File: config.mk
export PLATFORM = sky130hd
export DESIGN_NAME = alu_exec_unit_flat
export DESIGN_NICKNAME = d
export VERILOG_FILES = /design/src/rtl/alu_exec_unit_if.sv /design/src/rtl/alu_exec_unit.sv /design/src/flat_wrapper.sv
export SDC_FILE = /design/constraint.sdc
export NUM_CORES = 1
export LEC_CHECK = 0
export CAP_MARGIN = 20
export CORE_UTILIZATION = 25
export CTS_CLUSTER_SIZE = 16
export DETAILED_ROUTE_END_ITERATION = 16
export PLACE_DENSITY = 0.42
export SLEW_MARGIN = 20
export SYNTH_ARGS = -nofsm -noshare
export SYNTH_HDL_FRONTEND = slang
export SYNTH_SLANG_ARGS = --single-unit
export TNS_END_PERCENT = 5
File: constraint.sdc
create_clock -name clk -period 7.4 [get_ports clk]
set_clock_uncertainty 0.1 [all_clocks]
set_input_delay 1.48 -clock clk [delete_from_list [all_inputs] [get_ports clk]]
set_output_delay 1.48 -clock clk [all_outputs]
set_load 0.02 [all_outputs]
File: src/rtl/alu_exec_unit_if.sv
// Request/response bundle between the operand-fetch stage, the execution unit and writeback.
interface alu_exec_unit_if #(
    parameter int unsigned WIDTH = 32
);
    logic             in_valid;
    logic             in_ready;
    logic [2:0]       ALUControl;
    logic [WIDTH-1:0] SrcA;
    logic [WIDTH-1:0] SrcB;
    logic             out_valid;
    logic             out_ready;
    logic [WIDTH-1:0] ALUResult;
    logic             Zero;
    logic             Negative;
    logic             Carry;
    logic             Overflow;

    modport master (
        output in_valid, ALUControl, SrcA, SrcB, out_ready,
        input  in_ready, out_valid, ALUResult, Zero, Negative, Carry, Overflow
    );

    modport slave (
        input  in_valid, ALUControl, SrcA, SrcB, out_ready,
        output in_ready, out_valid, ALUResult, Zero, Negative, Carry, Overflow
    );
endinterface

File: src/rtl/alu_exec_unit.sv
// Handshaked execution unit: single-cycle ALU ops, iterative one-bit-per-cycle shifts,
// result and flags held in HOLD until the consumer accepts them.
module alu_exec_unit #(
    parameter int unsigned WIDTH = 32,
    parameter int unsigned SHW   = $clog2(WIDTH)
) (
    input  logic          clk,
    input  logic          rst_n,
    alu_exec_unit_if.slave exe_io
);
    localparam int unsigned SUMW = WIDTH + 1;

    localparam logic [1:0] IDLE  = 2'd0;
    localparam logic [1:0] SHIFT = 2'd1;
    localparam logic [1:0] HOLD  = 2'd2;

    localparam logic [2:0] OP_ADD = 3'b000;
    localparam logic [2:0] OP_SUB = 3'b001;
    localparam logic [2:0] OP_AND = 3'b010;
    localparam logic [2:0] OP_OR  = 3'b011;
    localparam logic [2:0] OP_XOR = 3'b100;
    localparam logic [2:0] OP_SLT = 3'b101;
    localparam logic [2:0] OP_SLL = 3'b110;
    localparam logic [2:0] OP_SRL = 3'b111;

    logic [1:0]       state_q, state_d;
    logic [WIDTH-1:0] work_q, work_d;
    logic [SHW-1:0]   cnt_q, cnt_d;
    logic             dir_q, dir_d;
    logic [WIDTH-1:0] res_q, res_d;
    logic             zero_q, zero_d;
    logic             neg_q, neg_d;
    logic             carry_q, carry_d;
    logic             ovf_q, ovf_d;

    logic             is_sub;
    logic [WIDTH-1:0] b_eff;
    logic [WIDTH:0]   sum;
    logic             add_ovf;
    logic [WIDTH-1:0] alu_res;
    logic             alu_carry;
    logic             alu_ovf;
    logic [SHW-1:0]   amt;
    logic             is_shift;
    logic [WIDTH-1:0] shift_step;

    // Single-cycle datapath; slt reuses the subtractor and corrects the sign for overflow.
    always_comb begin
        is_sub    = (exe_io.ALUControl == OP_SUB) || (exe_io.ALUControl == OP_SLT);
        b_eff     = is_sub ? ~exe_io.SrcB : exe_io.SrcB;
        sum       = {1'b0, exe_io.SrcA} + {1'b0, b_eff} + SUMW'(is_sub);
        add_ovf   = (exe_io.SrcA[WIDTH-1] == b_eff[WIDTH-1]) && (sum[WIDTH-1] != exe_io.SrcA[WIDTH-1]);
        amt       = exe_io.SrcB[SHW-1:0];
        is_shift  = (exe_io.ALUControl == OP_SLL) || (exe_io.ALUControl == OP_SRL);
        alu_res   = '0;
        alu_carry = 1'b0;
        alu_ovf   = 1'b0;
        case (exe_io.ALUControl)
            OP_ADD, OP_SUB: begin
                alu_res   = sum[WIDTH-1:0];
                alu_carry = sum[WIDTH];
                alu_ovf   = add_ovf;
            end
            OP_AND:  alu_res = exe_io.SrcA & exe_io.SrcB;
            OP_OR:   alu_res = exe_io.SrcA | exe_io.SrcB;
            OP_XOR:  alu_res = exe_io.SrcA ^ exe_io.SrcB;
            OP_SLT:  alu_res = WIDTH'(sum[WIDTH-1] ^ add_ovf);
            default: alu_res = exe_io.SrcA;
        endcase
    end

    // Next-state and result/flag capture.
    always_comb begin
        state_d    = state_q;
        work_d     = work_q;
        cnt_d      = cnt_q;
        dir_d      = dir_q;
        res_d      = res_q;
        zero_d     = zero_q;
        neg_d      = neg_q;
        carry_d    = carry_q;
        ovf_d      = ovf_q;
        shift_step = dir_q ? (work_q >> 1) : (work_q << 1);
        case (state_q)
            IDLE: begin
                if (exe_io.in_valid) begin
                    if (is_shift && (amt != '0)) begin
                        work_d  = exe_io.SrcA;
                        cnt_d   = amt;
                        dir_d   = (exe_io.ALUControl == OP_SRL);
                        state_d = SHIFT;
                    end else begin
                        res_d   = alu_res;
                        zero_d  = (alu_res == '0);
                        neg_d   = alu_res[WIDTH-1];
                        carry_d = alu_carry;
                        ovf_d   = alu_ovf;
                        state_d = HOLD;
                    end
                end
            end
            SHIFT: begin
                work_d = shift_step;
                cnt_d  = cnt_q - SHW'(1);
                if (cnt_q == SHW'(1)) begin
                    res_d   = shift_step;
                    zero_d  = (shift_step == '0);
                    neg_d   = shift_step[WIDTH-1];
                    carry_d = 1'b0;
                    ovf_d   = 1'b0;
                    state_d = HOLD;
                end
            end
            HOLD: begin
                if (exe_io.out_ready) begin
                    state_d = IDLE;
                end
            end
            default: state_d = IDLE;
        endcase
    end

    always_ff @(posedge clk) begin
        if (!rst_n) begin
            state_q <= IDLE;
            work_q  <= '0;
            cnt_q   <= '0;
            dir_q   <= 1'b0;
            res_q   <= '0;
            zero_q  <= 1'b0;
            neg_q   <= 1'b0;
            carry_q <= 1'b0;
            ovf_q   <= 1'b0;
        end else begin
            state_q <= state_d;
            work_q  <= work_d;
            cnt_q   <= cnt_d;
            dir_q   <= dir_d;
            res_q   <= res_d;
            zero_q  <= zero_d;
            neg_q   <= neg_d;
            carry_q <= carry_d;
            ovf_q   <= ovf_d;
        end
    end

    assign exe_io.in_ready  = (state_q == IDLE) && rst_n;
    assign exe_io.out_valid = (state_q == HOLD);
    assign exe_io.ALUResult = res_q;
    assign exe_io.Zero      = zero_q;
    assign exe_io.Negative  = neg_q;
    assign exe_io.Carry     = carry_q;
    assign exe_io.Overflow  = ovf_q;
endmodule
File: src/flat_wrapper.sv
// flat-port wrapper written by rule: the top's interface ports become plain ports
module alu_exec_unit_flat 
#(
    parameter int unsigned WIDTH = 32,
    parameter int unsigned SHW   = $clog2(WIDTH)
)
  (clk, rst_n, exe_io_in_valid, exe_io_ALUControl, exe_io_SrcA, exe_io_SrcB, exe_io_out_ready, exe_io_in_ready, exe_io_out_valid, exe_io_ALUResult, exe_io_Zero, exe_io_Negative, exe_io_Carry, exe_io_Overflow);
  alu_exec_unit_if #(.WIDTH(WIDTH)) exe_io_i ();
  input  logic clk;
  input  logic rst_n;
  input wire logic [$bits(exe_io_i.in_valid)-1:0] exe_io_in_valid;
  input wire logic [$bits(exe_io_i.ALUControl)-1:0] exe_io_ALUControl;
  input wire logic [$bits(exe_io_i.SrcA)-1:0] exe_io_SrcA;
  input wire logic [$bits(exe_io_i.SrcB)-1:0] exe_io_SrcB;
  input wire logic [$bits(exe_io_i.out_ready)-1:0] exe_io_out_ready;
  output wire logic [$bits(exe_io_i.in_ready)-1:0] exe_io_in_ready;
  output wire logic [$bits(exe_io_i.out_valid)-1:0] exe_io_out_valid;
  output wire logic [$bits(exe_io_i.ALUResult)-1:0] exe_io_ALUResult;
  output wire logic [$bits(exe_io_i.Zero)-1:0] exe_io_Zero;
  output wire logic [$bits(exe_io_i.Negative)-1:0] exe_io_Negative;
  output wire logic [$bits(exe_io_i.Carry)-1:0] exe_io_Carry;
  output wire logic [$bits(exe_io_i.Overflow)-1:0] exe_io_Overflow;
  assign exe_io_i.in_valid = exe_io_in_valid;
  assign exe_io_i.ALUControl = exe_io_ALUControl;
  assign exe_io_i.SrcA = exe_io_SrcA;
  assign exe_io_i.SrcB = exe_io_SrcB;
  assign exe_io_i.out_ready = exe_io_out_ready;
  assign exe_io_in_ready = exe_io_i.in_ready;
  assign exe_io_out_valid = exe_io_i.out_valid;
  assign exe_io_ALUResult = exe_io_i.ALUResult;
  assign exe_io_Zero = exe_io_i.Zero;
  assign exe_io_Negative = exe_io_i.Negative;
  assign exe_io_Carry = exe_io_i.Carry;
  assign exe_io_Overflow = exe_io_i.Overflow;
  alu_exec_unit #(.WIDTH(WIDTH), .SHW(SHW)) u_core (.clk(clk), .rst_n(rst_n), .exe_io(exe_io_i));
endmodule
==> results of run 1 <==
-- power by group through the flow --
stage	sequential [mW]	clock (mW)	combinational, mW
detailed placement	0.476	0	0.704
finish	0.467	0.423	0.712
global route	0.471	0.454	0.783
global placement	0.476	0	0.705
CTS	0.467	0.437	0.708
floorplan	0.488	0	0.426
-- critical path: stages --
cell and delay, ps:
clkdlybuf4s50_1 520, nand2_2 390, buf_4 380, xnor2_1 150
ha_1 350, a21o_1 240, o21bai_1 180, o32ai_1 240
a31oi_1 140, xor2_1 200, a221oi_1 650, nand4b_1 210
nor4_1 290, nand3_1 140, o41ai_2 310
-- final cells by class --
cell class / count / area [um2]
Tap cell: 435 / 544
Multi-Input combinational cell: 917 / 6100
Sequential cell: 75 / 1500
Fill cell: 3480 / 21900
Inverter: 78 / 293
Clock inverter: 7 / 57.6
Timing Repair Buffer: 127 / 1210
Clock buffer: 9 / 225
-- logic make-up after synthesis --
family / synth area share
xor+xnor: 0.0536
mux: 0.0417
flops: 0.184
simple gates: 0.207
buf+inv: 0.0713
fa+ha+maj: 0.151
compound gates: 0.292
-- through the flow --
stage / hold slack (ps) / total power, mW / setup WS (ps) / instance area (um2) / util
global placement: 344 / 1.18 / 1370 / 9650 / 0.304
CTS: 357 / 1.61 / 1680 / 9940 / 0.312
floorplan: 357 / 0.914 / 1610 / 8160 / -
global route: 366 / 1.71 / 1420 / 9940 / 0.312
finish: 350 / 1.60 / 1650 / 9940 / 0.312
detailed placement: 348 / 1.18 / 1320 / 9650 / 0.304
-- flip-flops by register name (all words and copies together), names as in the netlist --
name,flops
u_core.exe_io.ALUResult,32
u_core.work_q,32
u_core.cnt_q,5
u_core.state_q,2
u_core.dir_q,1
u_core.exe_io.Carry,1
u_core.exe_io.Overflow,1
u_core.exe_io.Zero,1
-- metal layers --
metal / share of wire / vias up / GRT usage
met5: 0 / - / 0
met4: 0.025 / 0 / 0.0622
met3: 0.049 / 32 / 0.0140
met2: 0.43 / 237 / 0.302
met1: 0.50 / 4082 / 0.289
li1: - / 4227 / -
-- cells in the final DEF, fill, tap and decap left out, types with 17 or more instances in the layout --
cell | Yosys | routed
buf_4 | 1 | 19
nand2_1 | 161 | 160
inv_1 | 78 | 77
xnor2_1 | 40 | 40
nor2_1 | 99 | 98
o21ai_0 | 65 | 65
a211oi_1 | 26 | 26
a21oi_1 | 112 | 112
nor3_1 | 23 | 22
a311oi_1 | 19 | 19
clkdlybuf4s50_1 | 0 | 106
ha_1 | 97 | 97
mux2i_1 | 25 | 25
a22oi_1 | 17 | 17
dfxtp_1 | 75 | 74
-- path summary, 6_finish.rpt --
| kind | startpoint | to | slack (ps) |
|---|---|---|---|
| worst max-delay path | exe_io_ALUControl[0] | u_core.exe_io.Zero$_SDFFE_PN0P_ | 1650 |
| worst max register to register | u_core.state_q[1]$_SDFFE_PN0P_ | u_core.exe_io.Zero$_SDFFE_PN0P_ | 3670 |
| worst min register to register | u_core.exe_io.ALUResult[8]$_SDFFE_PN0P_ | u_core.exe_io.ALUResult[8]$_SDFFE_PN0P_ | 350 |
| worst min-delay path | u_core.exe_io.ALUResult[8]$_SDFFE_PN0P_ | u_core.exe_io.ALUResult[8]$_SDFFE_PN0P_ | 350 |
==> results.cfg, run 1 <==
[clocking]
clk_path_buf_depth = 2
clkSlewWorstSetupHoldPaths_ps = 70
ctsHtreeMaxLevel = 3
cts_root_buf = clkbuf_16
cts_resized = 0
postCtsSetupBuffers = 0
cts_tree = done
cts-buffers-inserted = 9
clkLatencyLatePin_ps = 330
clock_sinks = 75
hold_buffers = 0

[pwr]
p_switching_mw = 0.652
ir_worst_vdd_v = 0.0000896
power_density_nw_per_um2 = 161
combinationalPowerShare = 0.444
p_int_mw = 0.950
sequentialPowerShare = 0.292
pwr-share-clk = 0.264
p_sw_frac = 0.407
leakage_nw = 3.94

[route]
antenna_left = 0
drt-initial-drc-count = 646
drc = 0
wl_per_cell_um = 19.9
routed_via_density = 5.21
dr_total_vias = 8578
firstDrtPassIters = 5
wl_um = 32900

[timing]
fin_crit_sh = 0.777
finalCriticalPeriod_ps = 5750
relSlewSlack = 0.386
worst_pin_slew_ps = 920
fin_tns_setup_ps = 0
setup_violations = 0
rsz0062_at_grt = false
hold_viol = 0
slew_viol_final = 0
fmax_ghz = 0.174

[synthesis]
ys.flop_type = dfxtp_1
synth.area.top_cells = dfxtp_1 18%, ha_1 15%, nand2_1 7.4%
avgSynthCellArea_um2 = 7.12
syn_inst = 1146
synth_edf_count = 0
synth_common_cells = 161 x nand2_1, 112 x a21oi_1, 99 x nor2_1
async_flop_share = 0
synth_top_area_cell = dfxtp_1
synthesis.nets = 1315
seq_area_frac_synth = 0.184
yosysUniqueCellTypes = 79
synth_seq_cells = 75
syn-cell-area_um2 = 8160
yosys_warnings = 0
synth_most_common_cell = nand2_1
synth.top_cell.area_share = 0.184

[floorplan]
die-area_um2 = 33400
num_rows = 65
dieHeight_um = 183
start_util = 0.257
io-pin-count = 109
die_w_um = 183
core_um2 = 31800

[global_routing]
antenna_found_initial = 0
grt_usage = 0.197
grt_pass1_vias = 8285
grt_max_degree = 72
overflow = 0
grt_pass1_wl_um = 50300

[worst_setup_path]
worst_setup_path_start_kind = input port
crit_required_ps = 7550
critical_path_class = in -> reg
ff2ff_path_depth = 11
cp.arrival_ps = 5890
cp_max_fo = 20
cp-end-kind = flip-flop

[job]
maxCapViolations = 0

[final_layout]
final_nets = 1377
drive_above_1_share = 0.0536
syn_to_final_growth_pct = 21.7
final_cells = 1648
num_antenna_cells = 0

[outcome]
run_status = completed

[placed_design]
dp.cells = 1632
io_buffers = 108
globalplace.congestion = 0.876
hpwl_um = 25500

[min_path]
hold_depth = 2
hold_path.class = reg -> reg
(Power assumes the default switching activity.)
==> inputs of run 2 (changes only) <==
Clock period 7.4 ns to 5.9 ns, I/O delays scaled along.
==> run 2 against run 1 <==
Register-to-register slack worse by 610 ps. Clock power up 45%. Critical path type unchanged. Non-clock buffer count up 9. Hold slack worse by 2.8 ps. Count of clock-buffer cells in the layout up 1. Via count up 0.58%. Largest power group unchanged. Final cell count up 0.55%. Total power up 31%. Critical endpoint unchanged. First-iteration DRC count up 1.7%.
==> results.cfg, run 2 (same netlist as run 1, synthesis figures left out) <==
[outcome]
run_status = completed

[global_routing]
grt_usage = 0.200
grt_max_degree = 71
overflow = 0
grt_pass1_vias = 8018
antenna_found_initial = 0
grt_pass1_wl_um = 50800

[floorplan]
io-pin-count = 109
die-area_um2 = 33400
die_w_um = 183
core_um2 = 31800
dieHeight_um = 183
num_rows = 65
start_util = 0.257

[clocking]
postCtsSetupBuffers = 0
hold_buffers = 0
clkSlewWorstSetupHoldPaths_ps = 70
ctsHtreeMaxLevel = 3
clk_path_buf_depth = 2
clock_sinks = 75
cts_root_buf = clkbuf_16
cts-buffers-inserted = 9
cts_resized = 0
clkLatencyLatePin_ps = 350
cts_tree = done

[final_layout]
final_common_cell = nand2_1
n_fill_cell = 3488
syn_to_final_growth_pct = 23.1
final_cells = 1657
drive_above_1_share = 0.0606
mostFrequentLayoutCells = 160 x nand2_1, 112 x a21oi_1, 106 x clkdlybuf4s50_1, 98 x nor2_1, 97 x ha_1
num_antenna_cells = 0
fin_area_um2 = 10000
final_nets = 1386

[placed_design]
placed_area_um2 = 9720
dp.cells = 1641
globalplace.congestion = 0.891
hpwl_um = 25700
io_buffers = 108

[route]
wl_per_cell_um = 20.2
wl_um = 33400
routed_via_density = 5.21
firstDrtPassIters = 7
drt-initial-drc-count = 657
antenna_left = 0
dr_total_vias = 8628
drc = 0

[pwr]
p_total_mw = 2.10
ir_worst_vdd_v = 0.0000976
leakage_nw = 4.01
power_density_nw_per_um2 = 209

[min_path]
hold_path.class = reg -> reg

[worst_setup_path]
critical_path_class = in -> reg
cp_cell_sequence = clkdlybuf4s50_1, nand2_2, xnor2_1, fa_1, a21o_1, a221oi_1, nand3b_1, a311oi_1, o31a_1, nand4_1, or4_1, nor3_1, nand3_1, o41ai_2
cp_max_fo = 17
cp-end-kind = flip-flop
cp.arrival_ps = 5450
crit_slowest_cell = clkdlybuf4s50_1
worst_setup_path_start_kind = input port
slowest_delay_ps = 510
crit_family = compound AO/OA/AOI/OAI gates
critical_path.n_buffers_inverters = 1
crit_required_ps = 6060

[timing]
slew_viol_final = 0
setup_violations = 0
fin_crit_sh = 0.898
timing.hold.ws_ps = 347
fmax_ghz = 0.189
fin_tns_setup_ps = 0
relSlewSlack = 0.328
worst_pin_slew_ps = 1000
rsz0062_at_grt = false
hold_viol = 0
finalCriticalPeriod_ps = 5300

[job]
maxCapViolations = 0
-- run 2: per-stage QoR --
stage,setup WS [ps],util
after global routing,292,0.316
after CTS,617,0.316
after floorplan,413,-
after detailed placement,261,0.306
after global placement,268,0.306
final,602,0.316
-- run 2: path summary, 6_finish.rpt --
kind / start / endpoint / slack [ps] / cells past startpoint
setup / recovery: exe_io_ALUControl[0] / u_core.exe_io.Zero$_SDFFE_PN0P_ / 600 / 14
hold / removal: u_core.exe_io.ALUResult[8]$_SDFFE_PN0P_ / u_core.exe_io.ALUResult[8]$_SDFFE_PN0P_ / 350 / 2
setup reg to reg: u_core.cnt_q[0]$_SDFFE_PN0P_ / u_core.exe_io.Zero$_SDFFE_PN0P_ / 3060 / 10
hold reg to reg: u_core.exe_io.ALUResult[8]$_SDFFE_PN0P_ / u_core.exe_io.ALUResult[8]$_SDFFE_PN0P_ / 350 / 2
-- run 2: layout make-up --
cell class                      instances  area (um2)  share of cell area
Inverter                               78         293              0.0291
Sequential cell                        75        1500               0.150
Multi-Input combinational cell        917        6100               0.607
Clock buffer                           10         239              0.0238
Clock inverter                          6        88.8             0.00884
Timing Repair Buffer                  136        1280               0.128
Tap cell                              435         544              0.0542
-- run 2: where the power goes --
part / internal [mW] / total, mW / switching (mW)
Combinational: 0.360 / 0.905 / 0.545
Clock: 0.382 / 0.612 / 0.230
Sequential: 0.549 / 0.586 / 0.0368
-- run 2: layer usage --
metal  vias up  share of wire  track usage
met4         0          0.012       0.0376
met1      4110           0.50        0.298
met2       250           0.44        0.310
li1       4247              -            -
met3        21          0.048       0.0164
met5         -              0            0
-- run 2: worst reg2reg max path, cell delays in order (launching register included) --
cell and delay, ps:
dfxtp_1 410, ha_1 180, nor4b_1 270, nor2_1 170
nor3_4 170, o2111a_1 200, nand4_1 160, or4_1 450
nor3_1 210, nand3_1 120, o41ai_2 320
